==> src/rtl/mdu_seq.sv <==
// mdu_seq: EX-stage sequencer for MULT/MULTU/DIV/DIVU.
// Drives a pipelined multiplier (fixed MUL_LAT) and an iterative divider
// (start/ready/annul), stalls EX until {hi,lo} is ready, absorbs flush,
// divide-by-zero and divider timeout.
// Optional: define MDU_FAST_DIV_EN to bypass the divider for trivial divides
// (divisor 1, DIV by -1, zero dividend).
module mdu_seq #(
  parameter int unsigned MUL_LAT     = 2,
  parameter int unsigned DIV_TIMEOUT = 40
) (
  input  logic        clk,
  input  logic        rst,
  input  logic        op_valid_i,
  input  logic [1:0]  op_i,
  input  logic [31:0] src_a_i,
  input  logic [31:0] src_b_i,
  input  logic        flush_i,
  input  logic        ex_advance_i,
  output logic        stallreq_o,
  output logic        res_valid_o,
  output logic [31:0] hi_o,
  output logic [31:0] lo_o,
  output logic        err_timeout_o,
  output logic        mul_signed_o,
  output logic [31:0] mul_a_o,
  output logic [31:0] mul_b_o,
  input  logic [63:0] mul_result_i,
  output logic        div_start_o,
  output logic        div_signed_o,
  output logic [31:0] div_opdata1_o,
  output logic [31:0] div_opdata2_o,
  output logic        div_annul_o,
  input  logic        div_ready_i,
  input  logic [63:0] div_result_i
);

  localparam int unsigned TW       = $clog2(DIV_TIMEOUT + 1);
  localparam logic [2:0]  MUL_LAST = 3'(MUL_LAT);
  localparam logic [TW-1:0] DIV_LAST = TW'(DIV_TIMEOUT - 1);

  typedef enum logic [1:0] {IDLE, MUL_WAIT, DIV_WAIT, DONE} state_t;

  state_t        state;
  logic [2:0]    cnt;
  logic [TW-1:0] tcnt;
  logic [31:0]   a_q, b_q, hi_q, lo_q;
  logic          sgn_q, err_q;

  logic        in_wait, kill, take, mul_issue, div_kill, div_tmo;
  logic        div_bypass;
  logic [63:0] bypass_res;

  assign in_wait   = (state == MUL_WAIT) || (state == DIV_WAIT);
  // Losing op_valid_i mid-operation is handled exactly like a flush.
  assign kill      = flush_i | (in_wait & ~op_valid_i);
  assign take      = (state == IDLE) & op_valid_i & ~flush_i;
  assign mul_issue = take & ~op_i[1];
  assign div_kill  = (state == DIV_WAIT) & kill;
  assign div_tmo   = (state == DIV_WAIT) & ~kill & ~div_ready_i & (tcnt == DIV_LAST);

  // Divides resolved without the divider (divide-by-zero always, trivial ones optionally)
  always_comb begin
    div_bypass = (src_b_i == '0);
    bypass_res = {src_a_i, 32'hFFFF_FFFF};
`ifdef MDU_FAST_DIV_EN
    if (src_b_i == '0) begin
      div_bypass = 1'b1;
    end else if (src_b_i == 32'd1) begin
      div_bypass = 1'b1;
      bypass_res = {32'd0, src_a_i};
    end else if (!op_i[0] && (src_b_i == '1)) begin
      div_bypass = 1'b1;
      bypass_res = {32'd0, 32'(-src_a_i)};
    end else if (src_a_i == '0) begin
      div_bypass = 1'b1;
      bypass_res = '0;
    end
`endif
  end

  assign stallreq_o    = op_valid_i & (state != DONE) & ~flush_i;
  assign res_valid_o   = (state == DONE);
  assign hi_o          = hi_q;
  assign lo_o          = lo_q;
  assign err_timeout_o = err_q;

  // The multiplier sees operands straight from src in the issue cycle so its
  // latency counts from IDLE; afterwards the latched copies keep them stable.
  assign mul_signed_o  = mul_issue ? ~op_i[0] : ((state == MUL_WAIT) & sgn_q);
  assign mul_a_o       = mul_issue ? src_a_i : ((state == MUL_WAIT) ? a_q : '0);
  assign mul_b_o       = mul_issue ? src_b_i : ((state == MUL_WAIT) ? b_q : '0);

  assign div_start_o   = (state == DIV_WAIT) & ~kill & ~div_ready_i & (tcnt != DIV_LAST);
  assign div_signed_o  = (state == DIV_WAIT) & sgn_q;
  assign div_opdata1_o = (state == DIV_WAIT) ? a_q : '0;
  assign div_opdata2_o = (state == DIV_WAIT) ? b_q : '0;
  assign div_annul_o   = div_kill | div_tmo;

  // Sequencer: operand capture, latency/timeout counting, result capture
  always_ff @(posedge clk) begin
    if (rst) begin
      state <= IDLE;
      cnt   <= '0;
      tcnt  <= '0;
      a_q   <= '0;
      b_q   <= '0;
      sgn_q <= 1'b0;
      hi_q  <= '0;
      lo_q  <= '0;
      err_q <= 1'b0;
    end else if (kill) begin
      state <= IDLE;
      cnt   <= '0;
      tcnt  <= '0;
    end else begin
      case (state)
        IDLE: begin
          if (take) begin
            a_q   <= src_a_i;
            b_q   <= src_b_i;
            sgn_q <= ~op_i[0];
            cnt   <= 3'd1;
            tcnt  <= '0;
            if (!op_i[1]) begin
              state <= MUL_WAIT;
            end else if (div_bypass) begin
              {hi_q, lo_q} <= bypass_res;
              state        <= DONE;
            end else begin
              state <= DIV_WAIT;
            end
          end
        end
        MUL_WAIT: begin
          if (cnt == MUL_LAST) begin
            {hi_q, lo_q} <= mul_result_i;
            state        <= DONE;
          end else begin
            cnt <= cnt + 3'd1;
          end
        end
        DIV_WAIT: begin
          if (div_ready_i) begin
            {hi_q, lo_q} <= div_result_i;
            state        <= DONE;
          end else if (tcnt == DIV_LAST) begin
            err_q <= 1'b1;
            hi_q  <= '0;
            lo_q  <= '0;
            state <= DONE;
          end else begin
            tcnt <= tcnt + 1'b1;
          end
        end
        DONE: begin
          if (ex_advance_i) state <= IDLE;
        end
        default: state <= IDLE;
      endcase
    end
  end

endmodule

==> config.mk <==
export PLATFORM = sky130hd
export DESIGN_NAME = mdu_seq
export DESIGN_NICKNAME = d
export VERILOG_FILES = /design/src/rtl/mdu_seq.sv
export SDC_FILE = /design/constraint.sdc
export NUM_CORES = 1
export LEC_CHECK = 0
export ABC_AREA = 1
export ABC_CLOCK_PERIOD_IN_PS = 2460
export BUFFER_PORTS_ARGS = -buffer_cell sky130_fd_sc_hd__buf_2
export CAP_MARGIN = 10
export CORE_AREA = 2 2 154 156
export DETAILED_ROUTE_END_ITERATION = 10
export DIE_AREA = 0 0 156 158
export PLACE_DENSITY_LB_ADDON = 0.3
export SETUP_SLACK_MARGIN = 0.3
export SYNTH_ARGS = -nofsm -noshare
export SYNTH_HDL_FRONTEND = slang
export SYNTH_SLANG_ARGS = --single-unit
export TNS_END_PERCENT = 5
==> constraint.sdc <==
create_clock -name clk -period 2.46 [get_ports clk]
set_input_delay 0.492 -clock clk [delete_from_list [all_inputs] [get_ports clk]]
set_output_delay 0.492 -clock clk [all_outputs]
set_load 0.01 [all_outputs]
* Word-level counts from Yosys, hierarchy flattened
Cells that the tools add are included.
Word-level totals: bits in registers 141, output and inout bits 199
Operators by class: reduce and logical (&&, ||, !) cells 13, multiplexer cells 35, equal/unequal tests 16, bitwise logic cells 21, add/subtract/negate cells 2
Operator list (count):
- 32-bit 2-to-1 mux | 17
- 32-bit one-hot mux with 3 select lines | 2
- 32-bit zero test | 1
- 6-bit 2-to-1 mux | 3
- 2-bit inequality test, second input constant | 8
- 1-bit bitwise AND | 13
- 2-bit 2-to-1 mux | 6
- 6-bit one-hot mux with 2 select lines | 1
- 4-bit AND reduction | 3
- 2-bit one-hot mux with 4 select lines | 1
- 7-bit AND reduction | 1
- 6-bit by 1-bit adder with 6-bit output, second input constant | 1
- 6-bit == test, second input constant | 1
- 3-bit 2-to-1 mux | 2
- 6-bit inequality test, second input constant | 1
- 1-bit NOT | 6
- 3-bit one-hot mux with 2 select lines | 1
- 3-bit AND reduction | 2
- 2-bit == test, second input constant | 2
- 2-bit nonzero test | 2
- 3-bit by 1-bit adder with 3-bit output, second input constant | 1
- 3-bit by 2-bit == test with 1-bit output, second input constant | 1
- 3-bit by 2-bit inequality test with 1-bit output, second input constant | 1
- 3-bit nonzero test | 1
- other kinds (7) | 9

* Depth between registers and ports, before layout
depth after elaboration 9, depth in mapped cells 13, depth with buffers taken out 12

* Worst setup path after synthesis
Ideal clock, no wire load.
path type register to output, start point register state[0], end point output port mul_a_o[0], slack 0.245 ns, arrival 1.723 ns, cell stages (with the launch flop) 10, cell sequence dfxtp_1 -> inv_1 -> ha_1 -> nand3_1 -> inv_1 -> nand2_1 -> clkbuf_1 -> clkbuf_1 -> nand3_1 -> o21ai_0
On the way: longest elaborated chain between the ends 5, elaborated cells on any way between the ends 7, those cells by class 1 x eq/ne; 2 x mux; 3 x bitwise; 1 x reduce/logical
RTL lines:
- start: declaration | RTL line 43 | state_t state;
- start signal: assignment | RTL line 102 | state <= IDLE;
- start signal: assignment | RTL line 112 | state <= IDLE;
- start signal: assignment | RTL line 125 | state <= MUL_WAIT;
- 2-bit zero test | RTL line 56 | assign take = (state == IDLE) & op_valid_i & ~flush_i;
- 1-bit bitwise AND (2 in series) | RTL line 56
- 1-bit bitwise AND | RTL line 57 | assign mul_issue = take & ~op_i[1];
- 32-bit 2-to-1 mux * | RTL line 90 | assign mul_a_o = mul_issue ? src_a_i : ((state == MUL_WAIT) ? a_q : '0);
- end: declaration | RTL line 25 | output logic [31:0] mul_a_o,
Mark *: on every way between the ends. The rest lies on a longest branch, timed or not.

* Worst setup path in the final report
start point register state[0], end point output port mul_b_o[30]
On the way: longest elaborated chain between the ends 5, elaborated cells on any way between the ends 7, those cells by class 1 x eq/ne; 2 x mux; 3 x bitwise; 1 x reduce/logical
RTL lines:
- 2-bit zero test | RTL line 56
- 1-bit bitwise AND (2 in series) | RTL line 56
- 1-bit bitwise AND | RTL line 57
- 32-bit 2-to-1 mux * | RTL line 91 | assign mul_b_o = mul_issue ? src_b_i : ((state == MUL_WAIT) ? b_q : '0);
- end: declaration | RTL line 26 | output logic [31:0] mul_b_o,
Marks and branches as above.

==> impl_results.rst <==
.. list-table::
   :header-rows: 1

   * - Metric
     - Value
   * - Number of global-route vias before repair
     - between 8000 and 9000
   * - Switching share of power
     - a little under two fifths
   * - Total leakage power
     - around 0.0063 uW
   * - CTS tree
     - done
   * - Logic depth of the worst register-to-register path
     - 14
   * - Number of buffers inserted for hold repair after clock tree synthesis
     - 0
   * - Min Hold Slack
     - 0.280 ns
   * - Worst setup slack before clock tree synthesis
     - ~0.16 ns
   * - Longest Clk Path Bufs
     - 2
   * - Insertion delay of the later-clocked pin in the worst-skew pair
     - about 0.42 ns
   * - Post-detailed-route count of antenna-violating nets
     - 0
   * - Pin slew with the least headroom to its limit
     - 0.582 ns
   * - Internal power component
     - 5000 uW
   * - Initial drt markers
     - approximately 450
   * - Share of layout cells above drive strength 1
     - 34.3%
   * - Total count of hold-check failures in the final report
     - 0
   * - Floorplan core area
     - approximately 23000 um^2
   * - Comb power frac
     - 34.0%
   * - Path class of the lowest-slack min-delay path
     - input pin to register
   * - Synth Register Bits
     - 141
   * - Post-detailed-placement half-perimeter wirelength
     - 21000 um
   * - Count of yosys warnings during synthesis
     - 0
   * - Maximum level of the CTS H-tree
     - 4
   * - Number of pins exceeding their max-slew limit in the final report
     - 0
   * - Proportion of synthesized chip area in sequential cells
     - a little over a third
   * - Final WS setup
     - roughly 0.052 ns
   * - Average footprint of a synthesized cell
     - 6.36 um^2
   * - Antenna violations before repair
     - 3
   * - I/O pin count
     - approximately 400
   * - Synth area leader
     - sky130_fd_sc_hd__dfxtp_1
   * - Worst-case vdd ir drop
     - about 380 uV
   * - Number of instances in the synthesized netlist
     - between 1000 and 1500
   * - Power share of the sequential group
     - approximately a third
   * - Power per cell area
     - 672 nW/um^2
   * - Post-Synthesis Net Count
     - 1452
   * - Root Driver
     - sky130_fd_sc_hd__clkbuf_16
   * - Final-report setup violation count
     - 0
   * - Number of vias in the routed layout
     - approximately 9700
   * - Via count normalized by instance count
     - a little over 5
   * - Max Fanout on Critical Path
     - 6
   * - First-pass detailed-route iteration total
     - 5
   * - Clock power frac
     - approximately a third
   * - Number of maximum-capacitance constraint violations
     - 0
   * - Clock-pin slew reported for the worst setup and hold paths after clock tree synthesis
     - approximately 0.07 ns
   * - Cell area after synthesis
     - 7900 um^2
   * - Top-area cell type share of the netlist area
     - 35.7%
   * - Min cycle time layout
     - 2.41 ns
   * - Synth area leaders
     - sky130_fd_sc_hd__dfxtp_1 (36%), sky130_fd_sc_hd__nand2_1 (10%), sky130_fd_sc_hd__a21oi_1 (9.7%), sky130_fd_sc_hd__o21ai_0 (9.6%), sky130_fd_sc_hd__inv_1 (7.9%)
   * - Total congestion overflow
     - 0
   * - Die area
     - between 20000 and 25000 um^2
   * - Area growth from synthesis to layout
     - 49.3%
   * - Number of cells on the worst hold path
     - 2
   * - Unrepaired setup endpoints after global routing
     - true
   * - Total wirelength of the detailed-routed design
     - around 32000 um
   * - Startpoint-to-endpoint class of the critical path
     - register to primary output
   * - Maximum number of pins on one net before global-route repair
     - between 100 and 150
   * - Number of buffer cells added on primary ports
     - 398
   * - Power dissipated by switching net loads
     - between 2000 and 3000 uW
   * - Clock tree sinks
     - between 100 and 150
   * - Vertical extent of the die
     - around 160 um
   * - Share of the clock period used by the worst path after layout
     - about 98%
   * - Final-layout setup total negative slack
     - 0 ns
   * - Type of destination of the critical path
     - primary output
   * - Initial cell density of the core
     - between 30% and 40%
   * - Slew Limit Headroom
     - about 60%
   * - Post-detailed-route wirelength per cell
     - approximately 16 um
   * - Total number of placement rows
     - 56
   * - Worst clock skew on the final layout
     - between 0.01 and 0.015 ns
   * - RD Place Congestion
     - roughly 0.86
   * - Die Wd
     - 156 um
   * - Final net count
     - ~1800
   * - Wire length of the first global-routing pass
     - between 40000 and 50000 um
   * - Unique masters post-synth
     - 23
   * - Outcome
     - finished, final reports clean
   * - Arrival time worst endpoint
     - approximately 1.9 ns
   * - Num CTS Buffers
     - 17
   * - Max Clk Rate
     - between 400 and 500 MHz
   * - Remaining DRCs
     - 0
   * - Total global routing track utilization
     - a little under a quarter
   * - Type of element launching the critical path
     - register
   * - Worst endpoint required time
     - 1.97 ns
-- stage by stage --
step,std cells,total power (uW),utilization [%],cell area (um^2)
CTS,1903,7830,49.0,11300
global route,1913,8380,51.2,11800
global placement,1850,5040,44.3,10200
finish,1913,7940,51.2,11800
floorplan,1243,4160,-,7900
detailed placement,1850,5060,44.3,10200
-- per-layer routing --
| metal | wire, um | share of wire [%] | track usage (%) |
|---|---|---|---|
| met1 | 13400 | 42 | 29.7 |
| met2 | 15200 | 48 | 39.7 |
| met3 | 2310 | 7.3 | 4.71 |
| met4 | 694 | 2.2 | 6.95 |
| met5 | 0 | 0 | 0 |
-- state kept, by name, summed over array words and instances, names as in the netlist --
signal,flops
state,2
sgn_q,1
lo_o,32
tcnt,6
a_q,32
cnt,3
b_q,32
err_timeout_o,1
hi_o,32
-- what timing repair did --
action | 4_1_cts | 5_1_grt
resized for setup | 78 | 89
pin swaps | 2 | 13
setup endpoints to repair | 194 | 198
endpoints found under the hold margin | 0 | 0
buffers inserted | 14 | 3
gates cloned | 7 | 6
-- placed cells by master, fill, tap and decap left out, types with 12 or more instances in the layout --
cell,n
sky130_fd_sc_hd__buf_2,391
sky130_fd_sc_hd__nand2_1,211
sky130_fd_sc_hd__inv_1,161
sky130_fd_sc_hd__a21oi_1,153
sky130_fd_sc_hd__dfxtp_1,137
sky130_fd_sc_hd__nor2_1,115
sky130_fd_sc_hd__o21ai_0,99
sky130_fd_sc_hd__nand3_1,89
sky130_fd_sc_hd__a221oi_1,49
sky130_fd_sc_hd__o21ai_1,36
sky130_fd_sc_hd__nand3_2,24
sky130_fd_sc_hd__clkbuf_16,23
sky130_fd_sc_hd__buf_12,17
sky130_fd_sc_hd__buf_4,14
sky130_fd_sc_hd__o21ai_2,12
sky130_fd_sc_hd__buf_6,12
-- synthesized netlist by cell type --
library cell / count
sky130_fd_sc_hd__a211oi_1: 2
sky130_fd_sc_hd__o21ai_0: 151
sky130_fd_sc_hd__xor2_1: 1
sky130_fd_sc_hd__inv_2: 3
sky130_fd_sc_hd__a221oi_1: 49
sky130_fd_sc_hd__nand2_1: 218
sky130_fd_sc_hd__nand3_1: 119
sky130_fd_sc_hd__nor2_1: 116
sky130_fd_sc_hd__nor3_1: 3
sky130_fd_sc_hd__nand3b_1: 1
sky130_fd_sc_hd__o211ai_1: 1
sky130_fd_sc_hd__ha_1: 9
sky130_fd_sc_hd__buf_1: 10
sky130_fd_sc_hd__a21oi_1: 153
sky130_fd_sc_hd__dfxtp_1: 141
sky130_fd_sc_hd__o21ai_1: 2
sky130_fd_sc_hd__buf_4: 7
sky130_fd_sc_hd__inv_1: 167
sky130_fd_sc_hd__nor3_4: 1
sky130_fd_sc_hd__nand2_2: 1
sky130_fd_sc_hd__clkbuf_1: 71
sky130_fd_sc_hd__buf_2: 15
sky130_fd_sc_hd__nand4_1: 2
-- worst paths after layout --
path / from / endpoint / slack, ns
hold / removal: op_i[0] / sgn_q$_SDFFE_PP0P_ / 0.28
setup / recovery: state[0]$_SDFFE_PP0P_ / mul_b_o[30] / 0.05
hold reg to reg: err_timeout_o$_SDFFE_PP0P_ / err_timeout_o$_SDFFE_PP0P_ / 0.45
setup reg to reg: state[0]$_SDFFE_PP0P_ / hi_o[9]$_SDFFE_PP0P_ / 0.33
-- worst max-delay path: stages, from the launching register on --
cell and delay (ns):
sky130_fd_sc_hd__dfxtp_2 0.35, sky130_fd_sc_hd__inv_4 0.05, sky130_fd_sc_hd__ha_4 0.17, sky130_fd_sc_hd__nand3_4 0.09
sky130_fd_sc_hd__clkinv_4 0.07, sky130_fd_sc_hd__nand2_8 0.11, sky130_fd_sc_hd__buf_12 0.13, sky130_fd_sc_hd__buf_12 0.11
sky130_fd_sc_hd__buf_16 0.13, sky130_fd_sc_hd__nand3_2 0.05, sky130_fd_sc_hd__o21ai_1 0.07, sky130_fd_sc_hd__buf_2 0.16
-- cell type report --
cell class                 instances  area [um^2]
sequential                       141         2830
timing repair buffer             450         2960
antenna                            1         2.50
clock buffer                      17          425
clock inverter                    15          154
multi-input combinational        829         4410
inverter                         170          656
tap                              290          363
fill                            2327        11200
-- cells by family after synthesis --
group / after synthesis / synth area share, %
flip-flops: 141 / 35.7
buffers and inverters: 273 / 13.5
XOR/XNOR: 1 / 0.111
AO/OA/AOI/OAI: 358 / 25.1
adder cells (fa/ha/maj): 9 / 1.42
AND/OR/NAND/NOR: 461 / 24.1
-- power by group through the flow --
stage                     registers [uW]  clock network [uW]  logic, uW
after global placement              2690                   0       2340
after detailed placement            2700                   0       2360
after CTS                           2660                2630       2540
after global routing                2690                2720       2960
final                               2670                2570       2700
after floorplan                     2720                   0       1440
(Power assumes the default switching activity.)
